--- src/rtl/riscv_dift_violation_ctrl_if.sv ---
// Bundle between the DIFT violation controller and its neighbours: the ID/EX
// violation strobes and tag check register, the trap req/ack handshake with
// the core controller, the cause/save pair for the CSR block, and the
// software-visible violation counter.
//
// The slave modport is the violation controller itself; the master modport is
// the surrounding core (pipeline, controller, CSR file) that drives the
// strobes and consumes the trap request.
interface riscv_dift_violation_ctrl_if #(
   parameter int unsigned N_CHECKS  = 5,
   parameter int unsigned CNT_WIDTH = 16
);

   // Pipeline / CSR configuration towards the controller
   logic [31:0]          tcr_i;
   logic [N_CHECKS-1:0]  viol_i;
   logic [31:0]          viol_pc_i;

   // Trap handshake with the core controller
   logic                 dift_exc_req_o;
   logic                 dift_exc_ack_i;
   logic                 exc_restore_i;

   // Cause/save pair for mcause
   logic [5:0]           exc_cause_o;
   logic                 save_exc_cause_o;
   logic [31:0]          viol_pc_o;

   // Software-visible statistics
   logic [CNT_WIDTH-1:0] viol_cnt_o;
   logic                 viol_ovf_o;
   logic                 clr_cnt_i;

   modport master (
      output tcr_i, viol_i, viol_pc_i, dift_exc_ack_i, exc_restore_i, clr_cnt_i,
      input  dift_exc_req_o, exc_cause_o, save_exc_cause_o, viol_pc_o,
             viol_cnt_o, viol_ovf_o
   );

   modport slave (
      input  tcr_i, viol_i, viol_pc_i, dift_exc_ack_i, exc_restore_i, clr_cnt_i,
      output dift_exc_req_o, exc_cause_o, save_exc_cause_o, viol_pc_o,
             viol_cnt_o, viol_ovf_o
   );

endinterface

--- src/rtl/riscv_dift_violation_ctrl.sv ---
// DIFT violation controller.
// Masks the per-check violation strobes from ID/EX with the tag check register,
// latches the highest-priority (lowest index) enabled violation together with
// its PC, and raises a trap request towards the core controller. Once the
// controller acknowledges, the cause is handed to the CSR block with a
// one-cycle save strobe and the block waits for the handler to return.
// A saturating counter with a sticky overflow flag records every enabled
// violation for software, including those that arrive while a trap is pending.
module riscv_dift_violation_ctrl #(
   parameter int unsigned N_CHECKS   = 5,
   parameter int unsigned CNT_WIDTH  = 16,
   parameter logic [5:0]  CAUSE_BASE = 6'h18,
   parameter int unsigned GLB_EN_BIT = 31
) (
   input logic                       clk,
   input logic                       rst,
   riscv_dift_violation_ctrl_if.slave bus
);

   typedef enum logic [1:0] {
      IDLE = 2'd0,
      REQ  = 2'd1,
      BUSY = 2'd2
   } state_e;

   state_e               state_q;
   state_e               state_d;

   logic [N_CHECKS-1:0]  masked;
   logic                 any_viol;
   logic                 glb_en;
   logic [2:0]           win_idx;
   logic [5:0]           win_cause;

   logic                 latch_en;
   logic                 req;
   logic                 save;

   logic [5:0]           cause_q;
   logic [31:0]          pc_q;
   logic [CNT_WIDTH-1:0] cnt_q;
   logic                 ovf_q;
   logic                 cnt_at_max;

   // Only the check enables and the global enable of tcr matter here; the
   // remaining bits belong to other DIFT features.
   logic                 unused_tcr;
   assign unused_tcr = ^bus.tcr_i;

   assign glb_en   = bus.tcr_i[GLB_EN_BIT];
   assign masked   = bus.viol_i & bus.tcr_i[N_CHECKS-1:0] & {N_CHECKS{glb_en}};
   assign any_viol = |masked;

   // Lowest set index wins: scan from the top so the last hit is the lowest.
   always_comb begin
      // NOTE: every variable written here gets a default first, so no path
      // can leave it unassigned and infer a latch.
      win_idx = 3'd0;
      for (int i = N_CHECKS - 1; i >= 0; i--) begin
         if (masked[i]) begin
            win_idx = 3'(i);
         end
      end
   end

   assign win_cause = CAUSE_BASE + {3'b000, win_idx};

   // FSM state register; reset drops req and the save strobe asynchronously
   // because both are decoded from the state.
   always_ff @(posedge clk or posedge rst) begin
      if (rst) begin
         // NOTE: sequential state uses non-blocking assignments so every
         // register samples pre-edge values regardless of block ordering.
         state_q <= IDLE;
      end else begin
         state_q <= state_d;
      end
   end

   // FSM next state and handshake outputs.
   always_comb begin
      state_d  = state_q;
      latch_en = 1'b0;
      req      = 1'b0;
      save     = 1'b0;
      unique case (state_q)
         IDLE: begin
            if (any_viol) begin
               latch_en = 1'b1;
               state_d  = REQ;
            end
         end
         REQ: begin
            req = 1'b1;
            // Ack takes precedence over a global disable in the same cycle:
            // the controller has already committed to the trap.
            if (bus.dift_exc_ack_i) begin
               save    = 1'b1;
               state_d = BUSY;
            end else if (!glb_en) begin
               state_d = IDLE;
            end
         end
         BUSY: begin
            // A violation arriving with restore is counted but never latched,
            // since latching only happens from IDLE.
            if (bus.exc_restore_i) begin
               state_d = IDLE;
            end
         end
         default: begin
            state_d = IDLE;
         end
      endcase
   end

   // Cause and PC of the trapping violation; held until the next latch.
   always_ff @(posedge clk or posedge rst) begin
      if (rst) begin
         cause_q <= 6'd0;
         pc_q    <= 32'd0;
      end else if (latch_en) begin
         cause_q <= win_cause;
         pc_q    <= bus.viol_pc_i;
      end
   end

   assign cnt_at_max = (cnt_q == {CNT_WIDTH{1'b1}});

   // Saturating violation counter and sticky overflow; clear wins over both.
   always_ff @(posedge clk or posedge rst) begin
      if (rst) begin
         cnt_q <= '0;
         ovf_q <= 1'b0;
      end else if (bus.clr_cnt_i) begin
         cnt_q <= '0;
         ovf_q <= 1'b0;
      end else if (any_viol) begin
         if (cnt_at_max) begin
            ovf_q <= 1'b1;
         end else begin
            cnt_q <= cnt_q + CNT_WIDTH'(1);
         end
         // A violation seen while a trap is outstanding is dropped.
         if (state_q != IDLE) begin
            ovf_q <= 1'b1;
         end
      end
   end

   assign bus.dift_exc_req_o   = req;
   assign bus.save_exc_cause_o = save;
   assign bus.exc_cause_o      = cause_q;
   assign bus.viol_pc_o        = pc_q;
   assign bus.viol_cnt_o       = cnt_q;
   assign bus.viol_ovf_o       = ovf_q;

endmodule

--- src/flat_wrapper.sv ---
// flat-port wrapper written by rule: the top's interface ports become plain ports
module riscv_dift_violation_ctrl_flat 
#(
   parameter int unsigned N_CHECKS   = 5,
   parameter int unsigned CNT_WIDTH  = 16,
   parameter logic [5:0]  CAUSE_BASE = 6'h18,
   parameter int unsigned GLB_EN_BIT = 31
)
  (clk, rst, bus_tcr_i, bus_viol_i, bus_viol_pc_i, bus_dift_exc_ack_i, bus_exc_restore_i, bus_clr_cnt_i, bus_dift_exc_req_o, bus_exc_cause_o, bus_save_exc_cause_o, bus_viol_pc_o, bus_viol_cnt_o, bus_viol_ovf_o);
  riscv_dift_violation_ctrl_if #(.N_CHECKS(N_CHECKS), .CNT_WIDTH(CNT_WIDTH)) bus_i ();
  input logic clk;
  input logic rst;
  input wire logic [$bits(bus_i.tcr_i)-1:0] bus_tcr_i;
  input wire logic [$bits(bus_i.viol_i)-1:0] bus_viol_i;
  input wire logic [$bits(bus_i.viol_pc_i)-1:0] bus_viol_pc_i;
  input wire logic [$bits(bus_i.dift_exc_ack_i)-1:0] bus_dift_exc_ack_i;
  input wire logic [$bits(bus_i.exc_restore_i)-1:0] bus_exc_restore_i;
  input wire logic [$bits(bus_i.clr_cnt_i)-1:0] bus_clr_cnt_i;
  output wire logic [$bits(bus_i.dift_exc_req_o)-1:0] bus_dift_exc_req_o;
  output wire logic [$bits(bus_i.exc_cause_o)-1:0] bus_exc_cause_o;
  output wire logic [$bits(bus_i.save_exc_cause_o)-1:0] bus_save_exc_cause_o;
  output wire logic [$bits(bus_i.viol_pc_o)-1:0] bus_viol_pc_o;
  output wire logic [$bits(bus_i.viol_cnt_o)-1:0] bus_viol_cnt_o;
  output wire logic [$bits(bus_i.viol_ovf_o)-1:0] bus_viol_ovf_o;
  assign bus_i.tcr_i = bus_tcr_i;
  assign bus_i.viol_i = bus_viol_i;
  assign bus_i.viol_pc_i = bus_viol_pc_i;
  assign bus_i.dift_exc_ack_i = bus_dift_exc_ack_i;
  assign bus_i.exc_restore_i = bus_exc_restore_i;
  assign bus_i.clr_cnt_i = bus_clr_cnt_i;
  assign bus_dift_exc_req_o = bus_i.dift_exc_req_o;
  assign bus_exc_cause_o = bus_i.exc_cause_o;
  assign bus_save_exc_cause_o = bus_i.save_exc_cause_o;
  assign bus_viol_pc_o = bus_i.viol_pc_o;
  assign bus_viol_cnt_o = bus_i.viol_cnt_o;
  assign bus_viol_ovf_o = bus_i.viol_ovf_o;
  riscv_dift_violation_ctrl #(.N_CHECKS(N_CHECKS), .CNT_WIDTH(CNT_WIDTH), .CAUSE_BASE(CAUSE_BASE), .GLB_EN_BIT(GLB_EN_BIT)) u_core (.clk(clk), .rst(rst), .bus(bus_i));
endmodule
--- config.mk ---
export PLATFORM = sky130hd
export DESIGN_NAME = riscv_dift_violation_ctrl_flat
export DESIGN_NICKNAME = d
export VERILOG_FILES = /design/src/rtl/riscv_dift_violation_ctrl_if.sv /design/src/rtl/riscv_dift_violation_ctrl.sv /design/src/flat_wrapper.sv
export SDC_FILE = /design/constraint.sdc
export NUM_CORES = 1
export LEC_CHECK = 0
export BUFFER_PORTS_ARGS = -buffer_cell sky130_fd_sc_hd__buf_2
export CAP_MARGIN = 20
export CORE_MARGIN = 2
export CORE_UTILIZATION = 48
export DETAILED_ROUTE_END_ITERATION = 10
export PLACE_DENSITY = 0.84
export SYNTH_ARGS = -nofsm -noshare
export SYNTH_HDL_FRONTEND = slang
export SYNTH_SLANG_ARGS = --single-unit
--- constraint.sdc ---
create_clock -name clk -period 4.1 [get_ports clk]
set_input_delay 0.41 -clock clk [delete_from_list [all_inputs] [get_ports clk]]
set_output_delay 0.41 -clock clk [all_outputs]
set_load 0.1 [all_outputs]
Word-level counts from Yosys, hierarchy flattened
Index checks and enable logic that the tools add are counted.
- $add $sub $neg: 2
- equality and inequality tests: 7
- multiplexer cells: 22
- bitwise logic cells: 2
- reduce and logical (&&, ||, !) cells: 8
- operator list (kind ; count):
    $mux 16 ; 3
    $add 16x1->16 const B ; 1
    $eq 16x16->1 const B ; 1
    $mux 3 ; 5
    $and 5x5->5 ; 2
    $mux 1 ; 9
    $mux 2 ; 4
    $add 5x3->6 const A ; 1
    $pmux 2 s3 ; 1
    $reduce_or 5->1 ; 1
    $ne 2x2->1 const B ; 2
    $reduce_and 2->1 ; 2
    $reduce_bool 2->1 ; 2
    $ne 3x3->1 const B ; 1
    $reduce_and 3->1 ; 1
    $reduce_bool 3->1 ; 1
    $eq 2x1->1 const B ; 1
    $eq 2x2->1 const B ; 1
    $logic_not 2->1 ; 1
    $ne 2x1->1 const B ; 1
- bits in registers: 57
- input port bits: 74
- output and inout port bits: 57
- logic and storage cells: 46

Longest topological paths before layout
- depth after elaboration: 8
- depth in mapped cells: 7
- depth with buffers taken out: 5

Least setup slack after synthesis
No wires, ideal clock.
- kind: flip-flop to output port
- start point: register u_core.state_q[0]
- end point: output port bus_save_exc_cause_o
- arrival time: 2787 ps
- required time: 3690 ps
- slack: 903 ps
- cell stages (with the launch flop): 3
- buffers on the path: 0
- cells stage by stage: dfrtp_1 > nor2b_1 > and2_1
- longest elaborated chain between the ends: 2
- ends and longest elaborated chain (what ; line ; source):
    start, declared ; riscv_dift_violation_ctrl.sv:26 ; state_e state_q;
    start signal, assigned ; riscv_dift_violation_ctrl.sv:76 ; state_q <= state_d;
    $eq 2x1->1 ; riscv_dift_violation_ctrl.sv:86 ; unique case (state_q)
    $mux 1 ; riscv_dift_violation_ctrl.sv:86 ;
    end, declared ; flat_wrapper.sv:21 ; output wire logic [$bits(bus_i.save_exc_cause_o)-1:0] bus_save_exc_cause_o;
No other way between the ends.

Worst setup path in the final report
- start point: input port bus_tcr_i[1]
- end point: register u_core.pc_q[4], in the netlist u_core.bus.viol_pc_o[4]
- longest elaborated chain between the ends: 5
- ends and longest elaborated chain (what ; line ; source):
    start, declared ; flat_wrapper.sv:13 ; input wire logic [$bits(bus_i.tcr_i)-1:0] bus_tcr_i;
    $and 5x5->5 (2 in a row) ; riscv_dift_violation_ctrl.sv:51 ; assign masked = bus.viol_i & bus.tcr_i[N_CHECKS-1:0] & {N_CHECKS{glb_en}};
    $reduce_or 5->1 ; riscv_dift_violation_ctrl.sv:52 ; assign any_viol = |masked;
    $mux 1 ; riscv_dift_violation_ctrl.sv:88 ; if (any_viol) begin
    $mux 1 ; riscv_dift_violation_ctrl.sv:86 ;
    end signal, assigned ; riscv_dift_violation_ctrl.sv:124 ; pc_q <= bus.viol_pc_i;
    end, declared ; riscv_dift_violation_ctrl.sv:40 ; logic [31:0] pc_q;
No other way between the ends.
A chain may end at the register's enable or synchronous reset.

==> results.py <==
metrics = {
    "status": {
        "status": "complete, no violations",
    },
    "clocking": {
        "cts_hold_buf": 0,
        "cts_tree": "done",
        "cts_max_path_buffers": 2,
        "root_buffer": "clkbuf_8",
        "ctsResizeCount": 0,
        "clock_latency_ns": 0.31,
        "cts_sinks": 55,
        "h-tree-depth": 2,
        "cts_buffers": 5,
        "path_clk_slew_ns": 0.10,
        "cts_setup_buffers": 0,
    },
    "synth": {
        "synthFlopType": "dfrtp_1",
        "synth_area_um2": 2510,
        "async_reset_ff_share_pct": 100,
        "synth_area_leaders": "dfrtp_1 55%, mux2_2 15%, or4_1 3.9%, o31ai_1 3.6%, a21oi_1 3.4%",
        "syn_area_per_cell_um2": 12.0,
        "synth_edf_count": 0,
        "ys_ff_latch": 55,
        "synth_cell_types": 36,
        "synth_area_leader_cell": "dfrtp_1",
        "synth_nets": 285,
        "synth_top_area_share_pct": 54.8,
        "ys_seq_area_share_pct": 54.8,
        "yosysWarnings": 0,
        "synth_cells": 210,
    },
    "place": {
        "port_buffers": 103,
        "gp_congestion": 0.816,
        "place_hpwl_um": 4010,
        "place_area_um2": 3090,
    },
    "drt": {
        "vias": 2034,
        "dr_wl_met2_um": 2910,
        "drt_iter0_drc": 89,
        "post_drt_wl_per_cell_um": 14.1,
        "drc": 0,
        "drt-met1-wl_um": 2210,
        "top_layer": "met4",
        "final_antenna_net_count": 0,
        "firstDrtPassIters": 5,
        "dr_wl_met3_um": 221,
        "totalWireLength_um": 5380,
        "via_per_inst": 5.34,
    },
    "final_layout": {
        "regArea_um2": 1380,
        "num-fill-cells": 429,
        "synthToLayoutAreaGrowth_pct": 26.7,
        "drive_gt1_share_pct": 50.5,
        "utilization_pct": 62.7,
        "post-route-cell-area_um2": 3180,
        "nets": 385,
        "n_antenna_cell": 0,
        "multi_input_area_um2": 1040,
    },
    "critical_path": {
        "crit_chain": "buf_2 > a22oi_1 > a31o_2 > nor3_4 > buf_4 > mux2_2",
        "slowest_stage": "nor3_4",
        "crit_fanout": 30,
        "critPathKind": "in -> reg",
        "reg2reg_depth": 3,
        "cp.required_ns": 4.29,
        "path_buf_inv": 2,
        "critPathArrivalTime_ns": 2.49,
        "worst_setup_path_end_kind": "flip-flop",
        "cpPeakStageDelay_ns": 0.64,
        "cp_top_family": "simple AND/OR/NAND/NOR gates",
        "crit_path_start_kind": "input pin",
        "path_depth": 6,
    },
    "global_route": {
        "grt_max_degree": 34,
        "grt_use_total_pct": 18.6,
        "antenna_found_initial": 0,
        "grt_pass1_wl_um": 8870,
        "grt-ovfl-total": 0,
        "grt_pass1_vias": 1879,
    },
    "sta": {
        "rsz0062_at_grt": "no",
        "finalCriticalPeriod_ns": 2.29,
        "hold_viol": 0,
        "finalClockSkew_ns": 0.00789,
        "finalSetupViolations": 0,
        "fmax_mhz": 436,
        "slew_headroom_pct": 50.5,
        "setup_tns_ns": 0,
        "fin_crit_sh_pct": 55.9,
        "slew_viol_final": 0,
        "worstMarginPinSlew_ns": 0.740,
    },
    "floorplanning": {
        "die_w_um": 76.3,
        "core_um2": 5070,
        "die_y_um": 76.3,
        "std_cell_rows": 26,
        "ios": 131,
        "dieArea_um2": 5830,
        "start_util_pct": 49.5,
    },
    "power_and_ir_drop": {
        "irDropWorstVdd_v": 0.000526,
        "p_per_area_nw_per_um2": 810,
        "p_leak_uw": 0.00149,
    },
    "job": {
        "cap_violations": 0,
    },
    "min_path": {
        "min_path_type": "in -> async",
    },
}
## layout make-up
cell class	instances	share of cell area, %
multi-input cells	135	32.8
clock inverters	3	0.747
clock buffers	5	2.16
well taps	70	2.75
repair buffers	107	17.5
flip-flops and latches	55	43.3
inverters	6	0.708
## worst paths after layout
path	slack, ns	end	startpoint
max in group asynchronous	3.45	u_core.bus.viol_cnt_o[5]$_DFFE_PP0P_	rst
min in group clk	0.32	u_core.bus.viol_pc_o[1]$_DFFE_PP0P_	bus_viol_pc_i[1]
max	1.81	u_core.bus.viol_pc_o[4]$_DFFE_PP0P_	bus_tcr_i[1]
max reg2reg	2.09	u_core.bus.viol_pc_o[4]$_DFFE_PP0P_	u_core.state_q[0]$_DFFE_PP0P_
min reg2reg	0.49	u_core.bus.viol_pc_o[1]$_DFFE_PP0P_	u_core.bus.viol_pc_o[1]$_DFFE_PP0P_
min	0.11	u_core.bus.viol_pc_o[20]$_DFFE_PP0P_	rst
## cells in the mapped netlist, types with 2 or more instances
cell type   n
nand2_1     5
o31ai_1    12
or4_1      13
nand2b_1    2
inv_1       6
buf_2       5
o21ai_0     2
a22oi_1     2
and2_1      3
dfrtp_1    55
nor2_1      5
nor4_1      3
a21oi_1    17
clkbuf_1    5
and3_1      3
nand4_1     7
buf_4       4
a31o_2      2
mux2_2     34
or2_2       2
nand3_1     6
nor2b_1     3
## cells in the final DEF (no fill, tap or decap), types with 5 or more instances in the layout
master	instances
buf_2	103
inv_1	5
mux2_2	34
nand2_1	5
o31ai_1	12
nor2_1	5
nand4_1	7
nand3_1	6
clkbuf_8	5
a21oi_1	17
dfrtp_1	55
or4_1	13
## flip-flops by register name, summed over array words and instances (netlist names)
signal,flops
u_core.state_q,2
u_core.bus.viol_pc_o,32
u_core.bus.viol_ovf_o,1
u_core.bus.exc_cause_o,4
u_core.bus.viol_cnt_o,16
## per-stage QoR
step	power, µW	instances	setup slack [ns]	hold slack, ns
floorplan	2060	210	0.903	0.545
global placement	2260	372	1.52	0.465
detailed placement	2290	373	1.49	0.462
CTS	2600	381	1.82	0.116
global route	2670	381	1.63	0.135
finish	2580	381	1.81	0.108
## metal layers
metal  vias up  GRT usage [%]
met5         -              0
met4         0           4.55
met3         4           2.61
met2        64           32.9
met1       978           24.3
li1        988              -
## worst register-to-register path, cell delays in order, from the launching register on
cell and delay (ns):
dfrtp_1 0.47, nor3_4 0.67, buf_4 0.39, mux2_2 0.37
## power breakdown
| part | switching [µW] | leakage (µW) | internal [µW] | total [µW] |
|---|---|---|---|---|
| clock | 178 | 0.0000461 | 124 | 302 |
| combinational | 1260 | 0.000761 | 246 | 1510 |
| sequential | 76.1 | 0.000683 | 687 | 763 |
## kinds of logic after synthesis
group,share of synthesized area (%)
AO/OA/AOI/OAI,10.0
adder cells (fa/ha/maj),0.498
other,0.149
buffers and inverters,3.84
flip-flops,54.8
AND/OR/NAND/NOR,14.6
multiplexers,16.1
(Power assumes the default switching activity.)
